### src/rtl/alu_seq_if.sv
// Request/result handshake bundle for alu_seq: operands and opcode in,
// result plus status flags out, each side with its own valid/ready pair.
interface alu_seq_if #(
    parameter int WIDTH = 4
);
    logic             in_valid;
    logic             in_ready;
    logic [WIDTH-1:0] in_a;
    logic [WIDTH-1:0] in_b;
    logic [3:0]       opcode;
    logic             out_valid;
    logic             out_ready;
    logic [WIDTH-1:0] out_result;
    logic             carry;
    logic             overflow;
    logic             zero;
    logic             err;
    logic             busy;

    modport master (
        output in_valid, in_a, in_b, opcode, out_ready,
        input  in_ready, out_valid, out_result, carry, overflow, zero, err, busy
    );

    modport slave (
        input  in_valid, in_a, in_b, opcode, out_ready,
        output in_ready, out_valid, out_result, carry, overflow, zero, err, busy
    );
endinterface

### src/rtl/alu_seq.sv
// Sequential ALU: logic/add/sub/compare in one cycle, shift-add multiply and
// bit-serial shifts iterated in EXEC; results held in DONE until consumed.
module alu_seq #(
    parameter int WIDTH = 4
) (
    input  logic     clk,
    input  logic     rst,
    alu_seq_if.slave bus
);
    localparam int SW = $clog2(WIDTH);
    localparam int CW = SW + 1;
    localparam logic [CW-1:0] CNT_MUL = CW'(WIDTH);
    localparam logic [CW-1:0] CNT_ONE = CW'(1);

    typedef enum logic [1:0] {IDLE, EXEC, DONE} state_t;

    typedef struct packed {
        logic [WIDTH-1:0] r;
        logic             c;
        logic             v;
    } res_t;

    function automatic res_t alu1(input logic [3:0] op, input logic [WIDTH-1:0] a,
                                  input logic [WIDTH-1:0] b);
        logic        [WIDTH:0]   s;
        logic signed [WIDTH-1:0] sa;
        logic signed [WIDTH-1:0] sb;
        res_t                    o;
        o  = '0;
        s  = '0;
        sa = a;
        sb = b;
        case (op)
            4'h0: begin
                s   = {1'b0, a} + {1'b0, b};
                o.r = s[WIDTH-1:0];
                o.c = s[WIDTH];
                o.v = (a[WIDTH-1] == b[WIDTH-1]) && (s[WIDTH-1] != a[WIDTH-1]);
            end
            4'h1: begin
                // carry-out of A + ~B + 1 is the inverse of borrow
                s   = {1'b0, a} + {1'b0, ~b} + {{WIDTH{1'b0}}, 1'b1};
                o.r = s[WIDTH-1:0];
                o.c = ~s[WIDTH];
                o.v = (a[WIDTH-1] != b[WIDTH-1]) && (s[WIDTH-1] != a[WIDTH-1]);
            end
            4'h2:    o.r = ~a;
            4'h3:    o.r = a & b;
            4'h4:    o.r = a | b;
            4'h5:    o.r = a ^ b;
            4'h6:    o.r = {{(WIDTH-1){1'b0}}, (sa < sb)};
            4'h7:    o.r = {{(WIDTH-1){1'b0}}, (a == b)};
            default: o   = '0;
        endcase
        return o;
    endfunction

    function automatic logic [2*WIDTH-1:0] mul_step(input logic [WIDTH-1:0] hi,
                                                    input logic [WIDTH-1:0] lo,
                                                    input logic [WIDTH-1:0] a);
        logic [WIDTH:0] sum;
        sum = {1'b0, hi} + (lo[0] ? {1'b0, a} : {(WIDTH+1){1'b0}});
        return {sum, lo[WIDTH-1:1]};
    endfunction

    function automatic logic [WIDTH-1:0] shift1(input logic [3:0] op,
                                                input logic [WIDTH-1:0] x);
        logic signed [WIDTH-1:0] xs;
        xs = x;
        case (op)
            4'h9:    return {x[WIDTH-2:0], 1'b0};
            4'hA:    return {1'b0, x[WIDTH-1:1]};
            default: return xs >>> 1;
        endcase
    endfunction

    state_t           state_q, state_d;
    logic [WIDTH-1:0] a_q, a_d, lo_q, lo_d, hi_q, hi_d, res_q, res_d;
    logic [3:0]       op_q, op_d;
    logic [CW-1:0]    cnt_q, cnt_d;
    logic             rdy_q, vld_q, busy_q, c_q, c_d, v_q, v_d, z_q, z_d, e_q, e_d;
    logic [2*WIDTH-1:0] prod;
    logic [SW-1:0]    n;
    res_t             one;

    always_comb begin
        state_d = state_q;
        a_d     = a_q;
        lo_d    = lo_q;
        hi_d    = hi_q;
        op_d    = op_q;
        cnt_d   = cnt_q;
        res_d   = res_q;
        c_d     = c_q;
        v_d     = v_q;
        e_d     = e_q;
        prod    = '0;
        one     = '0;
        n       = bus.in_b[SW-1:0];
        case (state_q)
            IDLE: if (rdy_q && bus.in_valid) begin
                a_d  = bus.in_a;
                op_d = bus.opcode;
                hi_d = '0;
                if (bus.opcode == 4'h8) begin
                    lo_d    = bus.in_b;
                    cnt_d   = CNT_MUL;
                    state_d = EXEC;
                end else if (bus.opcode inside {4'h9, 4'hA, 4'hB}) begin
                    lo_d  = bus.in_a;
                    cnt_d = {1'b0, n};
                    if (n == '0) begin
                        state_d = DONE;
                        res_d   = bus.in_a;
                        c_d     = 1'b0;
                        v_d     = 1'b0;
                        e_d     = 1'b0;
                    end else begin
                        state_d = EXEC;
                    end
                end else begin
                    one     = alu1(bus.opcode, bus.in_a, bus.in_b);
                    res_d   = one.r;
                    c_d     = one.c;
                    v_d     = one.v;
                    e_d     = bus.opcode[3];
                    state_d = DONE;
                end
            end
            EXEC: begin
                cnt_d = cnt_q - CNT_ONE;
                if (op_q == 4'h8) begin
                    prod = mul_step(hi_q, lo_q, a_q);
                    hi_d = prod[2*WIDTH-1:WIDTH];
                    lo_d = prod[WIDTH-1:0];
                end else begin
                    lo_d = shift1(op_q, lo_q);
                end
                if (cnt_q == CNT_ONE) begin
                    state_d = DONE;
                    res_d   = lo_d;
                    c_d     = (op_q == 4'h8) && (|prod[2*WIDTH-1:WIDTH]);
                    v_d     = (op_q == 4'h8) && (|prod[2*WIDTH-1:WIDTH]);
                    e_d     = 1'b0;
                end
            end
            DONE: if (bus.out_ready) state_d = IDLE;
            default: state_d = IDLE;
        endcase
        z_d = (res_d == '0);
    end

    always_ff @(posedge clk or posedge rst) begin
        if (rst) begin
            state_q <= IDLE;
            op_q    <= '0;
            cnt_q   <= '0;
            rdy_q   <= 1'b0;
            vld_q   <= 1'b0;
            busy_q  <= 1'b0;
            res_q   <= '0;
            c_q     <= 1'b0;
            v_q     <= 1'b0;
            z_q     <= 1'b0;
            e_q     <= 1'b0;
        end else begin
            state_q <= state_d;
            op_q    <= op_d;
            cnt_q   <= cnt_d;
            rdy_q   <= (state_d == IDLE);
            vld_q   <= (state_d == DONE);
            busy_q  <= (state_d != IDLE);
            res_q   <= res_d;
            c_q     <= c_d;
            v_q     <= v_d;
            z_q     <= z_d;
            e_q     <= e_d;
        end
    end

    always_ff @(posedge clk) begin
        a_q  <= a_d;
        lo_q <= lo_d;
        hi_q <= hi_d;
    end

    assign bus.in_ready   = rdy_q;
    assign bus.out_valid  = vld_q;
    assign bus.busy       = busy_q;
    assign bus.out_result = res_q;
    assign bus.carry      = c_q;
    assign bus.overflow   = v_q;
    assign bus.zero       = z_q;
    assign bus.err        = e_q;
endmodule

### src/flat_wrapper.sv
// flat-port wrapper written by rule: the top's interface ports become plain ports
module alu_seq_flat 
#(
    parameter int WIDTH = 4
)
  (clk, rst, bus_in_valid, bus_in_a, bus_in_b, bus_opcode, bus_out_ready, bus_in_ready, bus_out_valid, bus_out_result, bus_carry, bus_overflow, bus_zero, bus_err, bus_busy);
  alu_seq_if #(.WIDTH(WIDTH)) bus_i ();
  input  logic clk;
  input  logic rst;
  input wire logic [$bits(bus_i.in_valid)-1:0] bus_in_valid;
  input wire logic [$bits(bus_i.in_a)-1:0] bus_in_a;
  input wire logic [$bits(bus_i.in_b)-1:0] bus_in_b;
  input wire logic [$bits(bus_i.opcode)-1:0] bus_opcode;
  input wire logic [$bits(bus_i.out_ready)-1:0] bus_out_ready;
  output wire logic [$bits(bus_i.in_ready)-1:0] bus_in_ready;
  output wire logic [$bits(bus_i.out_valid)-1:0] bus_out_valid;
  output wire logic [$bits(bus_i.out_result)-1:0] bus_out_result;
  output wire logic [$bits(bus_i.carry)-1:0] bus_carry;
  output wire logic [$bits(bus_i.overflow)-1:0] bus_overflow;
  output wire logic [$bits(bus_i.zero)-1:0] bus_zero;
  output wire logic [$bits(bus_i.err)-1:0] bus_err;
  output wire logic [$bits(bus_i.busy)-1:0] bus_busy;
  assign bus_i.in_valid = bus_in_valid;
  assign bus_i.in_a = bus_in_a;
  assign bus_i.in_b = bus_in_b;
  assign bus_i.opcode = bus_opcode;
  assign bus_i.out_ready = bus_out_ready;
  assign bus_in_ready = bus_i.in_ready;
  assign bus_out_valid = bus_i.out_valid;
  assign bus_out_result = bus_i.out_result;
  assign bus_carry = bus_i.carry;
  assign bus_overflow = bus_i.overflow;
  assign bus_zero = bus_i.zero;
  assign bus_err = bus_i.err;
  assign bus_busy = bus_i.busy;
  alu_seq #(.WIDTH(WIDTH)) u_core (.clk(clk), .rst(rst), .bus(bus_i));
endmodule
### config.mk
export PLATFORM = sky130hd
export DESIGN_NAME = alu_seq_flat
export DESIGN_NICKNAME = d
export VERILOG_FILES = /design/src/rtl/alu_seq_if.sv /design/src/rtl/alu_seq.sv /design/src/flat_wrapper.sv
export SDC_FILE = /design/constraint.sdc
export NUM_CORES = 1
export LEC_CHECK = 0
export ABC_AREA = 1
export CAP_MARGIN = 0
export CORE_ASPECT_RATIO = 1.2
export CORE_MARGIN = 2
export CORE_UTILIZATION = 50
export CTS_CLUSTER_SIZE = 20
export DETAILED_ROUTE_END_ITERATION = 12
export PLACE_DENSITY = 0.75
export SYNTH_ARGS = -nofsm -noshare
export SYNTH_HDL_FRONTEND = slang
export SYNTH_SLANG_ARGS = --single-unit
### constraint.sdc
create_clock -name clk -period 3.1 [get_ports clk]
set_input_delay 0.62 -clock clk [delete_from_list [all_inputs] [get_ports clk]]
set_output_delay 0.62 -clock clk [all_outputs]
set_load 0.01 [all_outputs]
==> results by group <==
Run status
  – Result of the run: complete, no violations

Placed design
  – Port buffer count: 26
  – GP Congestion: 0.915
  – HPWL Detailed: 5.08 mm
  – Cells after DPL: 433
  – Post-DP Area: 2830 sq um

Synth
  – Synth Area per Inst: 7.13 sq um
  – Synthesized flop and latch total: 32
  – Post-Syn Area: 2460 sq um
  – Syn Inst Count: 345
  – Warnings, synthesis: 0
  – Post-synthesis cell type count: 28
  – Sequential element share of the synthesized area: 35.0%
  – Syn_nets: 382

Timing
  – Max Fclk: 381 MHz
  – Max_slew headroom: 45.5%
  – Setup TNS: 0 ns
  – Setup-failing EPs final: 0
  – Count of final max-slew check failures: 0
  – Unrepaired setup endpoints after global routing: false
  – Actual slew at the worst max-slew pin: 0.817 ns
  – Fin crit period: 2.62 ns
  – Crit share post-route: 84.6%
  – Fin Clk Skew: 0.00447 ns
  – Fin. Hold Viols: 0

Routing
  – DRC Markers: 0
  – Antenna Nets Post-Route: 0
  – Iteration-0 DRC Markers: 176
  – Average vias per placed instance: 5.40
  – Via count: 2,382
  – Wirelength, routed: 6.38 mm
  – First-pass DRT Iterations: 6
  – Drt wl/cell: 14.5 um

Global route
  – Global-route wire length before repair: 10.9 mm
  – Grt met2 use: 45.8%
  – Grt total ovfl: 0
  – Initial antenna violation count: 0
  – Vias in the first global route: 2,391
  – GRT Overall Usage: 26.4%
  – Met3 usage: 4.16%
  – GR Util met1: 32.4%
  – Largest net degree at the start of global routing: 21
  – Gr busiest metal: met2

Power
  – Cell internal pwr: 0.00111 W
  – Seq pwr share: 37.9%
  – Design Power: 0.00183 W
  – VDD IR max: 337 uV
  – Switching Fraction: 39.3%
  – Leak: 1.45 nW
  – Switching pwr: 0.000721 W
  – Clock network fraction of total power: 18.1%
  – Comb pwr share: 44.0%
  – Pwr Density: 628 nW/um^2

Min path
  – Worst Hold Class: flop to flop
  – Hold depth: 2
  – Hold path start: u_core.op_q[3]$_DFFE_PP0P_

Clock network
  – CTS tree: built
  – Clock root cell: clkbuf_8
  – Num CTS Buffers: 5
  – Htree depth: 2
  – PostCTS Resize Cnt: 0
  – Clock transition at the registers of the reported paths: 0.07 ns
  – CTS Buffer Depth: 2
  – Hold Buf Count CTS: 0
  – Setup Buffers After CTS: 0
  – Worst-Skew Late Latency: 0.28 ns
  – TritonCTS Sinks: 32

Die
  – Number of I/O pins: 27
  – Initial core utilization: 52.8%
  – Core area: 4660 sq um
  – Full die area: 5500 sq um
  – Die W: 68.0 um
  – Row cnt: 27
  – Chip Height: 80.8 um

Final layout
  – Area grow syn2layout: 18.6%
  – Final #Nets: 419
  – Fill count: 429
  – Share of cells above drive strength 1: 6.79%
  – Highest-count cells in the layout ignoring fill and taps: 87 x nand2_1, 54 x inv_1, 40 x nor2_1
  – Area occupied by registers: 861 sq um
  – Area of the multi-input gates: 1380 sq um
  – Post-route non-filler standard cell count: 441
  – Diodes inserted: 0
  – Commonest non-fill, non-tap cell in the layout: nand2_1
  – Post-route cell area: 2920 sq um

Critical path
  – R2R cell count: 10
  – Worst R2R Start: u_core.lo_q[0]$_DFFE_PP_
  – R2r setup slk: 1.08 ns
  – CP Data Required Time: 3.31 ns
  – Crit Path Class: input port to flop
  – CP endpoint kind: flop
  – Worst setup path endpoint: u_core.bus.zero$_DFF_PP0_
  – RR Endpoint: u_core.bus.overflow$_DFFE_PP0P_
  – CP Launch Point: bus_in_b[0]
  – WP data arrival: 2.84 ns
  – Critical-path maximum fanout: 6
  – Startpoint types: input port

Job
  – Max-Cap Viols: 0
worst min-delay path by stage:
stage / to / slack (ns)
after floorplan: u_core.op_q[3]$_DFFE_PP0P_ / 0.45
after global placement: u_core.op_q[3]$_DFFE_PP0P_ / 0.47
final: u_core.op_q[3]$_DFFE_PP0P_ / 0.49
after CTS: u_core.op_q[3]$_DFFE_PP0P_ / 0.49
after detailed placement: u_core.op_q[3]$_DFFE_PP0P_ / 0.47
after global routing: u_core.op_q[3]$_DFFE_PP0P_ / 0.54
power groups by stage:
stage                     registers [W]  clock network (W)  logic [W]
after floorplan                0.000714                  0   0.000473
after global placement         0.000698                  0   0.000780
after detailed placement       0.000704                  0   0.000806
after CTS                      0.000696           0.000335   0.000810
after global routing           0.000711           0.000350   0.000922
final                          0.000694           0.000332   0.000807
registers in the layout, indices dropped and copies added (netlist names), 2 cells and up:
signal	flops
u_core.hi_q	4
u_core.op_q	4
u_core.bus.out_result	4
u_core.lo_q	4
u_core.a_q	4
u_core.state_q	2
u_core.cnt_q	3
area by class of cell:
class,count,area share [%]
clock buffer,7,2.96
multi-input combinational,254,47.1
inverter,57,7.33
tap,58,2.49
timing repair buffer,32,10.5
sequential,32,29.5
clock inverter,1,0.129
cell families after synthesis:
kind of cell,after synthesis,synth area share [%]
AOI/OAI and AO/OA,53,11.6
xor gates and xnor gates,5,1.78
adders and majority gates,21,11.6
buffers and inverters,59,9.10
DFF,32,35.0
and+or+nand+nor,175,30.9
worst max-delay path: stages:
cell and delay, ns:
clkdlybuf4s50_1 0.60, ha_1 0.29, fa_1 0.45, nand3_1 0.09, nand2_1 0.08, nor2_1 0.10
nand3_1 0.07, nand2_1 0.07, nand2_1 0.05, a21oi_1 0.20, nand3_1 0.10, nor2_1 0.11
cells in the mapped netlist (all sizes together):
cell type	count	area, sq um
a211oi	1	7.51
a21oi	14	73.8
a2bb2oi	1	8.76
a31oi	1	6.26
a32o	1	10.0
buf	2	10.0
dfrtp	20	500
edfxtp	12	360
fa	3	60.1
ha	18	225
inv	57	214
nand2	88	333
nand3	32	173
nand4	4	25.0
nor2	46	198
nor3	4	25.0
o21ai	33	165
o31ai	2	15.0
or2	1	6.26
xnor2	2	17.5
xor2	3	26.3
through the flow:
step	hold slack, ns	utilization (%)	setup WS [ns]
2_1_floorplan	0.453	-	1.05
3_3_place_gp	0.469	60.7	0.247
3_5_place_dp	0.473	60.7	0.215
4_1_cts	0.490	62.6	0.501
5_1_grt	0.537	62.6	0.275
6_report	0.486	62.6	0.477
per-layer routing:
metal	wire length, um	vias up	share of wire, %
li1	-	1187	-
met4	129	0	2.0
met2	3210	84	50
met1	2730	1097	43
met5	0	-	0
met3	309	14	4.8
Power figures use the tool's default switching activity.
